**config.mk**
```make
export PLATFORM = sky130hd
export DESIGN_NAME = visor_mailbox_flat
export DESIGN_NICKNAME = d
export VERILOG_FILES = /design/src/rtl/visor_mailbox_if.sv /design/src/rtl/visor_mailbox.sv /design/src/flat_wrapper.sv
export SDC_FILE = /design/constraint.sdc
export NUM_CORES = 1
export LEC_CHECK = 0
export ABC_AREA = 0
export BUFFER_PORTS_ARGS = -buffer_cell sky130_fd_sc_hd__buf_2
export CAP_MARGIN = 10
export CORE_UTILIZATION = 50
export DETAILED_ROUTE_END_ITERATION = 6
export PLACE_DENSITY = 0.8
export SLEW_MARGIN = 20
export SYNTH_ARGS = -nofsm -noshare
export SYNTH_HDL_FRONTEND = slang
export SYNTH_SLANG_ARGS = --single-unit
```
**constraint.sdc**
```tcl
create_clock -name sysclk -period 2.45 [get_ports sysclk]
set_input_delay 0.49 -clock sysclk [delete_from_list [all_inputs] [get_ports sysclk]]
set_output_delay 0.49 -clock sysclk [all_outputs]
set_load 0.1 [all_outputs]
```
**src/rtl/visor_mailbox_if.sv**
```systemverilog
// Visor-side channel for visor_mailbox: the peek drain stream and the poke request path.
// master = mailbox side, slave = visor side.
interface visor_mailbox_if #(
  parameter int WIDTH = 16,
  parameter int CW    = 1
);
  logic             vs_valid;
  logic             vs_ready;
  logic [WIDTH-1:0] vs_data;
  logic [CW-1:0]    vs_chan;
  logic             vs_poke_valid;
  logic             vs_poke_ready;
  logic [CW-1:0]    vs_poke_chan;
  logic [WIDTH-1:0] vs_poke_data;

  modport master (
    output vs_valid, vs_data, vs_chan, vs_poke_ready,
    input  vs_ready, vs_poke_valid, vs_poke_chan, vs_poke_data
  );

  modport slave (
    input  vs_valid, vs_data, vs_chan, vs_poke_ready,
    output vs_ready, vs_poke_valid, vs_poke_chan, vs_poke_data
  );
endinterface

```
**src/rtl/visor_mailbox.sv**
```systemverilog
// Multi-channel peek/poke mailbox between target register strobes and the debug visor.
// Optional VISOR_MAILBOX_OVF_COUNT_EN adds per-channel saturating drop counters (vs_ovf_count).
module visor_mailbox_chan #(
  parameter int WIDTH = 16,
  parameter int DEPTH = 4
) (
  input  logic             clk,
  input  logic             rst_n,
  input  logic             push,
  input  logic [WIDTH-1:0] din,
  input  logic             pop,
  input  logic             ovf_clear,
  input  logic             poke_we,
  input  logic [WIDTH-1:0] poke_din,
  input  logic             tg_read,
  output logic [WIDTH-1:0] head,
  output logic             empty,
  output logic             full,
  output logic             ovf,
  output logic [WIDTH-1:0] poke_data,
  output logic             poke_full
`ifdef VISOR_MAILBOX_OVF_COUNT_EN
  , output logic [7:0]     ovf_count
`endif
);
  localparam int AW = $clog2(DEPTH);

  logic [DEPTH-1:0][WIDTH-1:0] mem;
  logic [AW-1:0]               wp, rp;
  logic [AW:0]                 cnt;
  logic                        push_ok, drop;

  assign empty   = (cnt == '0);
  assign full    = (cnt == (AW+1)'(DEPTH));
  // a pop on the same edge frees the slot the push needs
  assign push_ok = push && (!full || pop);
  assign drop    = push && full && !pop;
  assign head    = mem[rp];

  always_ff @(posedge clk or negedge rst_n) begin
    if (!rst_n) begin
      wp  <= '0;
      rp  <= '0;
      cnt <= '0;
    end else begin
      if (push_ok) wp <= wp + 1'b1;
      if (pop)     rp <= rp + 1'b1;
      case ({push_ok, pop})
        2'b10:   cnt <= cnt + 1'b1;
        2'b01:   cnt <= cnt - 1'b1;
        default: cnt <= cnt;
      endcase
    end
  end

  always_ff @(posedge clk) begin
    if (push_ok) mem[wp] <= din;
  end

  always_ff @(posedge clk or negedge rst_n) begin
    if (!rst_n) begin
      ovf       <= 1'b0;
      poke_data <= '0;
      poke_full <= 1'b0;
    end else begin
      if (drop)           ovf <= 1'b1;
      else if (ovf_clear) ovf <= 1'b0;
      if (poke_we) begin
        poke_data <= poke_din;
        poke_full <= 1'b1;
      end else if (tg_read) begin
        poke_full <= 1'b0;
      end
    end
  end

`ifdef VISOR_MAILBOX_OVF_COUNT_EN
  always_ff @(posedge clk or negedge rst_n) begin
    if (!rst_n)                   ovf_count <= '0;
    else if (drop && ovf_clear)   ovf_count <= 8'd1;
    else if (drop)                ovf_count <= (ovf_count == 8'hFF) ? ovf_count : ovf_count + 1'b1;
    else if (ovf_clear)           ovf_count <= '0;
  end
`endif
endmodule

module visor_mailbox #(
  parameter int WIDTH    = 16,
  parameter int CHANNELS = 2,
  parameter int DEPTH    = 4,
  localparam int CW      = (CHANNELS > 1) ? $clog2(CHANNELS) : 1
) (
  input  logic                      sysclk,
  input  logic                      sysreset,
  input  logic [CHANNELS-1:0]       tg_load,
  input  logic [WIDTH-1:0]          tg_load_data,
  input  logic [CHANNELS-1:0]       tg_read,
  output logic [CHANNELS*WIDTH-1:0] tg_poke_data,
  output logic [CHANNELS-1:0]       tg_poke_full,
  output logic [CHANNELS-1:0]       tg_peek_full,
  output logic [CHANNELS-1:0]       vs_ovf,
  input  logic [CHANNELS-1:0]       vs_ovf_clear,
`ifdef VISOR_MAILBOX_OVF_COUNT_EN
  output logic [CHANNELS*8-1:0]     vs_ovf_count,
`endif
  visor_mailbox_if.master           vs
);
  typedef enum logic {IDLE, OFFER} state_t;

  typedef struct packed {
    logic             valid;
    logic [CW-1:0]    chan;
    logic [WIDTH-1:0] data;
  } peek_rsp_t;

  state_t                      state, state_nxt;
  logic [CW-1:0]               rr, rr_nxt, grant, grant_nxt, pick;
  logic                        found, accept, poke_ready;
  logic [CHANNELS-1:0]         empty, pop, poke_we;
  logic [CHANNELS-1:0][WIDTH-1:0] head, poke_q;
  peek_rsp_t                   rsp;
`ifdef VISOR_MAILBOX_OVF_COUNT_EN
  logic [CHANNELS-1:0][7:0]    ovf_cnt;
  assign vs_ovf_count = ovf_cnt;
`endif

  visor_mailbox_chan #(.WIDTH(WIDTH), .DEPTH(DEPTH)) u_chan [CHANNELS-1:0] (
    .clk       (sysclk),
    .rst_n     (sysreset),
    .push      (tg_load),
    .din       (tg_load_data),
    .pop       (pop),
    .ovf_clear (vs_ovf_clear),
    .poke_we   (poke_we),
    .poke_din  (vs.vs_poke_data),
    .tg_read   (tg_read),
    .head      (head),
    .empty     (empty),
    .full      (tg_peek_full),
    .ovf       (vs_ovf),
    .poke_data (poke_q),
    .poke_full (tg_poke_full)
`ifdef VISOR_MAILBOX_OVF_COUNT_EN
    , .ovf_count (ovf_cnt)
`endif
  );

  assign tg_poke_data = poke_q;

  // first non-empty channel at rotating distance i from rr
  always_comb begin
    found = 1'b0;
    pick  = '0;
    for (int i = 0; i < CHANNELS; i++) begin
      for (int c = 0; c < CHANNELS; c++) begin
        if (!found && !empty[c] && ((int'(rr) + i == c) || (int'(rr) + i == c + CHANNELS))) begin
          found = 1'b1;
          pick  = CW'(c);
        end
      end
    end
  end

  always_ff @(posedge sysclk or negedge sysreset) begin
    if (!sysreset) begin
      state <= IDLE;
      rr    <= '0;
      grant <= '0;
    end else begin
      state <= state_nxt;
      rr    <= rr_nxt;
      grant <= grant_nxt;
    end
  end

  always_comb begin
    state_nxt = state;
    rr_nxt    = rr;
    grant_nxt = grant;
    accept    = 1'b0;
    case (state)
      IDLE: begin
        if (found) begin
          grant_nxt = pick;
          state_nxt = OFFER;
        end
      end
      OFFER: begin
        if (vs.vs_ready) begin
          accept    = 1'b1;
          rr_nxt    = (int'(grant) == CHANNELS - 1) ? '0 : grant + 1'b1;
          state_nxt = IDLE;
        end
      end
      default: state_nxt = IDLE;
    endcase
  end

  always_comb begin
    pop = '0;
    for (int c = 0; c < CHANNELS; c++) pop[c] = accept && (grant == CW'(c));
  end

  always_comb begin
    rsp = '0;
    if (state == OFFER) begin
      rsp.valid = 1'b1;
      rsp.chan  = grant;
      for (int c = 0; c < CHANNELS; c++)
        if (grant == CW'(c)) rsp.data = head[c];
    end
  end

  assign vs.vs_valid = rsp.valid;
  assign vs.vs_chan  = rsp.chan;
  assign vs.vs_data  = rsp.data;

  // out-of-range poke channels match no c, so ready stays low
  always_comb begin
    poke_ready = 1'b0;
    for (int c = 0; c < CHANNELS; c++)
      if (vs.vs_poke_chan == CW'(c)) poke_ready = !tg_poke_full[c];
  end

  assign vs.vs_poke_ready = poke_ready;

  always_comb begin
    poke_we = '0;
    for (int c = 0; c < CHANNELS; c++)
      poke_we[c] = vs.vs_poke_valid && poke_ready && (vs.vs_poke_chan == CW'(c));
  end
endmodule

```
**src/flat_wrapper.sv**
```systemverilog
// flat-port wrapper written by rule: the top's interface ports become plain ports
module visor_mailbox_flat 
#(
  parameter int WIDTH    = 16,
  parameter int CHANNELS = 2,
  parameter int DEPTH    = 4,
  localparam int CW      = (CHANNELS > 1) ? $clog2(CHANNELS) : 1
)
  (sysclk, sysreset, tg_load, tg_load_data, tg_read, tg_poke_data, tg_poke_full, tg_peek_full, vs_ovf, vs_ovf_clear, vs_vs_valid, vs_vs_data, vs_vs_chan, vs_vs_poke_ready, vs_vs_ready, vs_vs_poke_valid, vs_vs_poke_chan, vs_vs_poke_data);
  visor_mailbox_if #(.WIDTH(WIDTH), .CW(CW)) vs_i ();
  input  logic sysclk;
  input  logic sysreset;
  input  logic [CHANNELS-1:0] tg_load;
  input  logic [WIDTH-1:0] tg_load_data;
  input  logic [CHANNELS-1:0] tg_read;
  output logic [CHANNELS*WIDTH-1:0] tg_poke_data;
  output logic [CHANNELS-1:0] tg_poke_full;
  output logic [CHANNELS-1:0] tg_peek_full;
  output logic [CHANNELS-1:0] vs_ovf;
  input  logic [CHANNELS-1:0] vs_ovf_clear;
  output wire logic [$bits(vs_i.vs_valid)-1:0] vs_vs_valid;
  output wire logic [$bits(vs_i.vs_data)-1:0] vs_vs_data;
  output wire logic [$bits(vs_i.vs_chan)-1:0] vs_vs_chan;
  output wire logic [$bits(vs_i.vs_poke_ready)-1:0] vs_vs_poke_ready;
  input wire logic [$bits(vs_i.vs_ready)-1:0] vs_vs_ready;
  input wire logic [$bits(vs_i.vs_poke_valid)-1:0] vs_vs_poke_valid;
  input wire logic [$bits(vs_i.vs_poke_chan)-1:0] vs_vs_poke_chan;
  input wire logic [$bits(vs_i.vs_poke_data)-1:0] vs_vs_poke_data;
  assign vs_vs_valid = vs_i.vs_valid;
  assign vs_vs_data = vs_i.vs_data;
  assign vs_vs_chan = vs_i.vs_chan;
  assign vs_vs_poke_ready = vs_i.vs_poke_ready;
  assign vs_i.vs_ready = vs_vs_ready;
  assign vs_i.vs_poke_valid = vs_vs_poke_valid;
  assign vs_i.vs_poke_chan = vs_vs_poke_chan;
  assign vs_i.vs_poke_data = vs_vs_poke_data;
  visor_mailbox #(.WIDTH(WIDTH), .CHANNELS(CHANNELS), .DEPTH(DEPTH)) u_core (.sysclk(sysclk), .sysreset(sysreset), .tg_load(tg_load), .tg_load_data(tg_load_data), .tg_read(tg_read), .tg_poke_data(tg_poke_data), .tg_poke_full(tg_poke_full), .tg_peek_full(tg_peek_full), .vs_ovf(vs_ovf), .vs_ovf_clear(vs_ovf_clear), .vs(vs_i));
endmodule
```
Word-level counts from Yosys, hierarchy flattened
Cells that the tools add are included.

Flip-flop bits (word level): 181. Input bits: 43. Output and inout bits: 57. Logic and storage cells: 134.

Add/subtract/negate cells: 10. $lt $le $gt $ge: 6. Equality and inequality tests: 9. Multiplexer cells: 36. Bitwise gates (word level): 3. Reduce and logical (&&, ||, !) cells: 47.

Operator list (count): $bwmux 64 (2); $mux 16 (5); $bmux 16 s2 (2); $demux 16 s2 (2); $eq 32x3->1 const B (2); $logic_not 32->1 (2); $eq 32x2->1 const B (1); $mux 1 (21); $logic_and 1x1->1 (20); $mux 18 (1); $lt 2x3->1 const B (4); $pmux 3 s2 (2); $reduce_bool 2->1 (6); $logic_not 1->1 (11); $add 2x1->2 const B (4); $add 3x1->3 const B (2); $eq 3x3->1 const B (2); $logic_not 3->1 (2); $sub 3x1->3 const B (2); $eq 2x1->1 const B (2); $eq 2x2->1 const B (2); $ge 2x1->1 const B (2); $logic_or 1x1->1 (4); $reduce_and 2->1 (2); other kinds (4) (6).

Longest topological paths before layout
Word-level depth: 18. Gate-level depth with buffers: 10. Mapped depth without buffers: 9.

Hierarchy
A second synthesis with hierarchy kept.

Cell total of the unflattened synthesis: 389. Area, all modules: 7315.8 µm².

Modules (own cells, without submodules): visor_mailbox_chan (instances 2, cells an instance 168, area each 3434.5 µm², seq. area each 2547.4 µm²); visor_mailbox (instances 1, cells an instance 53, area each 446.7 µm², seq. area each 75.1 µm²).

Least setup slack after synthesis
OpenSTA, ideal clock, no wires.

Path kind: register -> output. Start point: register u_core.state. End point: output vs_vs_data[11]. Data arrival time: 2.870 ns. Data required time: 1.960 ns. Path slack: -0.910 ns. Cell stages (with the launch flop): 6. Buffers on the path: 3. Path through: dfrtp_1 > buf_2 > and2_1 > buf_2 > buf_2 > a22o_1.

Word-level cells in the longest chain between the ends: 1.

RTL lines: start, declared (line visor_mailbox.sv:116) `state_t state, state_nxt;`; start signal, assigned (line visor_mailbox.sv:170) `state <= state_nxt;`; $mux 18 (line visor_mailbox.sv:206) `if (state == OFFER) begin`; end, declared (line flat_wrapper.sv:22) `output wire logic [$bits(vs_i.vs_data)-1:0] vs_vs_data;`.

Every way passes these cells.

Worst setup path after layout
Start point: register u_core.u_chan[1].rp[0]. End point: output vs_vs_data[10].

Word-level cells in the longest chain between the ends: 4.

RTL lines: start, declared (line visor_mailbox.sv:29) `logic [AW-1:0] wp, rp;`; start signal, assigned (line visor_mailbox.sv:47) `if (pop) rp <= rp + 1'b1;`; $bmux 16 s2 (line visor_mailbox.sv:38) `assign head = mem[rp];`; $mux 16 (not written as such) (line visor_mailbox.sv:38); $mux 16 (line visor_mailbox.sv:210) `if (grant == CW'(c)) rsp.data = head[c];`; $mux 18 (line visor_mailbox.sv:206).

Every way passes these cells. The select of a mux whose other input is x is not followed.

==> results.md <==
- The startpoint identified for the worst register-to-register timing path is u_core.u_chan[1].cnt[0]$_DFFE_PN0P_.
- The ratio of final minimum period to clock period is 104.8%.
- The category of the worst setup path launch point is a register.
- The library cell contributing the largest single delay on the critical path is mux4_2.
- The checks that failed: setup timing.
- The total count of max-transition violations in the final report is 0.
- Traced cell by cell, the critical path runs through buf_6 > buf_8 > mux4_2 > a22o_4 > buf_12.
- In this run the standard cell core region covers 14,040 sq um.
- In the routed design, unresolved DRC markers number 0.
- The number of antenna violations at the first check in global routing is 0.
- The run finished, with violations left.
- In this run, synthesis produced a sequential element count of 181.
- For this run, the total global-route usage over all layers was measured as 20.92%.
- The first global-routing pass estimated 22,320 um of wire.
- The die span in x is 122.7 um.
- The critical path starts at u_core.u_chan[1].rp[0]$_DFFE_PN0P_.
- The die covers 15,070 sq um.
- The clock tree from TritonCTS is done.
- The post-layout worst setup margin is -0.1186 ns.
- The largest single stage delay on the critical path is 0.55 ns.
- At the worst endpoint, the required time is 1.96 ns.
- After clock tree synthesis, the clock-pin slew on the worst setup and hold paths is 0.06 ns.
- The H-tree was split into 4 levels.
- The tool flagged a number of max-cap violations equal to 0.
- Counting flops with an async set or reset pin after synthesis yields a share of 29.28%.
- The post-synthesis instance area is 7289 sq um.
- After filler insertion, the fill cell instance count of the layout stands at 941.
- The worst slew margin relative to its limit is 59.71%.
- The count of different cell masters after synthesis is 43.
- The clock latency reported for the late side of the worst-skew pair is 0.43 ns.
- The count of antenna diodes in the layout is 0.
- The post-route clock skew is 0.008539 ns.
- The reg-to-reg critical path endpoint is u_core.u_chan[1].cnt[2]$_DFFE_PN0P_.
- The number of enable-type register cells in the synthesized netlist is 128.
- The routed wire length is 14,480 um.
- The post-synth net total is 424.
- Before CTS, the worst setup slack after placement is 0.2059 ns.
- The post-route worst hold slack is 0.06839 ns.
- Based on the critical path, the design can be clocked at up to 389.3 MHz.
- The final count of hold timing violations is 0.
- The kind of path behind the tightest hold check is in2async.
- At the pin with the least slew margin, the transition time is 0.6044 ns.
- The top-level I/O count is 100.
- The average via count per standard cell is 5.616.
- The cell taking the most area after synthesis is edfxtp_1.
- The count of vias placed by the detailed router is 3,864.
- Once detailed placement completed, the half-perimeter wirelength came to 8682 um.
- The share of post-route cells with drive strength above 1 is 45.28%.
- Yosys attributes the largest share of cell area to edfxtp_1, dfrtp_1, mux4_1, mux2_2, mux4_2.
- The clock passes through at most 2 buffers.
- Data on the critical path arrives at its endpoint at 2.08 ns.
- In this run the biggest area consumer among cell types represents 52.73% of the synthesized area.
- The remaining antenna violation count is 0.
- Of the synthesized area, sequential elements account for 70.92%.
- The standard-cell row count is 43.
- The layout-stage area growth over the synthesis result is 23.19%.
- The routability congestion estimate is 0.7988.
- The total CTS buffers is 17.
- The detail-routed net length per standard cell is 21.04 um.
- The net count of the finished layout is 549.
- The global-route congestion overflow total is 0.
- The number of buffer cells added on primary ports is 99.
- The first TritonRoute pass finished after 4 iterations.
- Setup repair after global routing could not meet its margin everywhere.
- The initial core utilization is 51.91%.
- The most common flop cell mapped by yosys is edfxtp_1.
- The kind of end point of the critical path is a primary output.
- The number of standard cells after synthesis is 370.
- Entering global routing, the biggest net connects 30 pins.
- The number of cells on the worst reg-to-reg path is 9.
- Clock tree synthesis selected as its root buffer the cell clkbuf_16.
- The type of the worst setup path is reg2out.
- The die extent in y is 122.7 um.
- The setup violation total in the final timing report is 16.
- After the first detailed-routing iteration, the DRC count stood at 319.
- During synthesis, Yosys emitted a total of 0 warnings.
- Of all nets on the critical path, the largest fanout is 4.
- The number of hold-repair buffers added at the cts stage is 0.
- The post-synthesis area per instance is 19.70 sq um.
- Following the worst setup path forward leads to its endpoint at vs_vs_data[10].
- The clock sink count is 181.
- The via count of the first global-routing pass was 4,114.
- After layout, the minimum clock period comes to 2.569 ns.
- The minimum setup slack among reg-to-reg paths is 0.31 ns.
## metrics by stage
step | area (sq um) | TNS (ns) | std cells | util (%)
detailed placement | 8150 | 0 | 647 | 58.04
global placement | 8150 | 0 | 647 | 58.04
global route | 8980 | -1.752 | 688 | 63.95
CTS | 9007 | -1.093 | 689 | 64.15
finish | 8980 | -1.088 | 688 | 63.95
floorplan | 7378 | -0.3544 | 370 | -
## cell type report
cell class                 instances  area [sq um]  share of cell area [%]
sequential                       181          5172                   57.60
multi-input combinational        150          1938                   21.58
timing repair buffer             127          1052                   11.72
clock buffer                      19         432.9                   4.821
tap                              180         225.2                   2.508
clock inverter                    13         91.34                   1.017
inverter                          18         67.56                  0.7524
## registers in the layout, indices dropped and copies added, names as in the netlist
signal                   cells
u_core.u_chan.mem          128
u_core.u_chan.poke_data     32
u_core.u_chan.cnt            6
u_core.u_chan.rp             4
u_core.u_chan.wp             4
u_core.u_chan.ovf            2
u_core.u_chan.poke_full      2
u_core.grant                 1
u_core.rr                    1
u_core.state                 1
## worst min-delay path by stage
stage	startpoint	endpoint	slack [ns]
after floorplan	sysreset	u_core.grant$_DFFE_PN0P_	0.19
after global placement	u_core.rr$_DFFE_PN0N_	u_core.rr$_DFFE_PN0N_	0.46
after detailed placement	u_core.rr$_DFFE_PN0N_	u_core.rr$_DFFE_PN0N_	0.46
after CTS	sysreset	u_core.u_chan[0].poke_data[4]$_DFFE_PN0P_	0.07
after global routing	sysreset	u_core.u_chan[1].poke_data[0]$_DFFE_PN0P_	0.10
final	sysreset	u_core.u_chan[1].poke_data[3]$_DFFE_PN0P_	0.07
## repair_timing
action                     in CTS  in global routing
buffers inserted                8                  0
gates cloned                    2                  0
setup endpoints to repair      16                 16
gates resized for setup        89                  2
pin swaps                      16                  1
## Yosys cell counts, types with 3 or more instances
| cell type | count |
|---|---|
| edfxtp_1 | 128 |
| dfrtp_1 | 53 |
| mux2_2 | 31 |
| mux4_1 | 23 |
| inv_1 | 17 |
| a22o_1 | 16 |
| and2_1 | 9 |
| ha_1 | 9 |
| mux4_2 | 9 |
| xnor2_1 | 8 |
| buf_2 | 7 |
| buf_4 | 7 |
| o21ai_0 | 5 |
| nand2_1 | 4 |
| clkbuf_1 | 3 |
| mux2_1 | 3 |
| mux2i_1 | 3 |
| nand3_1 | 3 |
## worst max-delay path: cells and delay by family (launching register included)
kind	cells	cell delay, ns
AOI/OAI and AO/OA	1	0.28
buffers and inverters	3	0.42
DFF	1	0.40
muxes	1	0.55
## placed cells by master, fill, tap and decap left out, types with 7 or more instances in the layout
master,n
inv_1,17
dfrtp_1,51
mux2_2,31
ha_1,9
buf_2,82
buf_4,17
and2_1,9
clkbuf_16,17
buf_12,21
mux4_1,7
xnor2_1,8
a22o_4,11
mux4_2,25
edfxtp_1,128
## kinds of logic after synthesis
group                    share of synthesized area, %
multiplexers                                    16.74
flip-flops                                      70.92
AO/OA/AOI/OAI                                   3.158
adder cells (fa/ha/maj)                         2.094
AND/OR/NAND/NOR                                 2.815
XOR/XNOR                                        1.202
buffers and inverters                           3.072
## per-layer routing
layer	vias to the layer above	track usage, %	wire (um)
met4	0	6.860	187
met3	17	7.435	1145
met1	1987	25.78	5793
li1	1689	-	-
met5	-	0	0
met2	171	34.41	7348
Power is not shown: default switching activity piles up to over one toggle a cycle in this logic, so the estimate is an artifact.
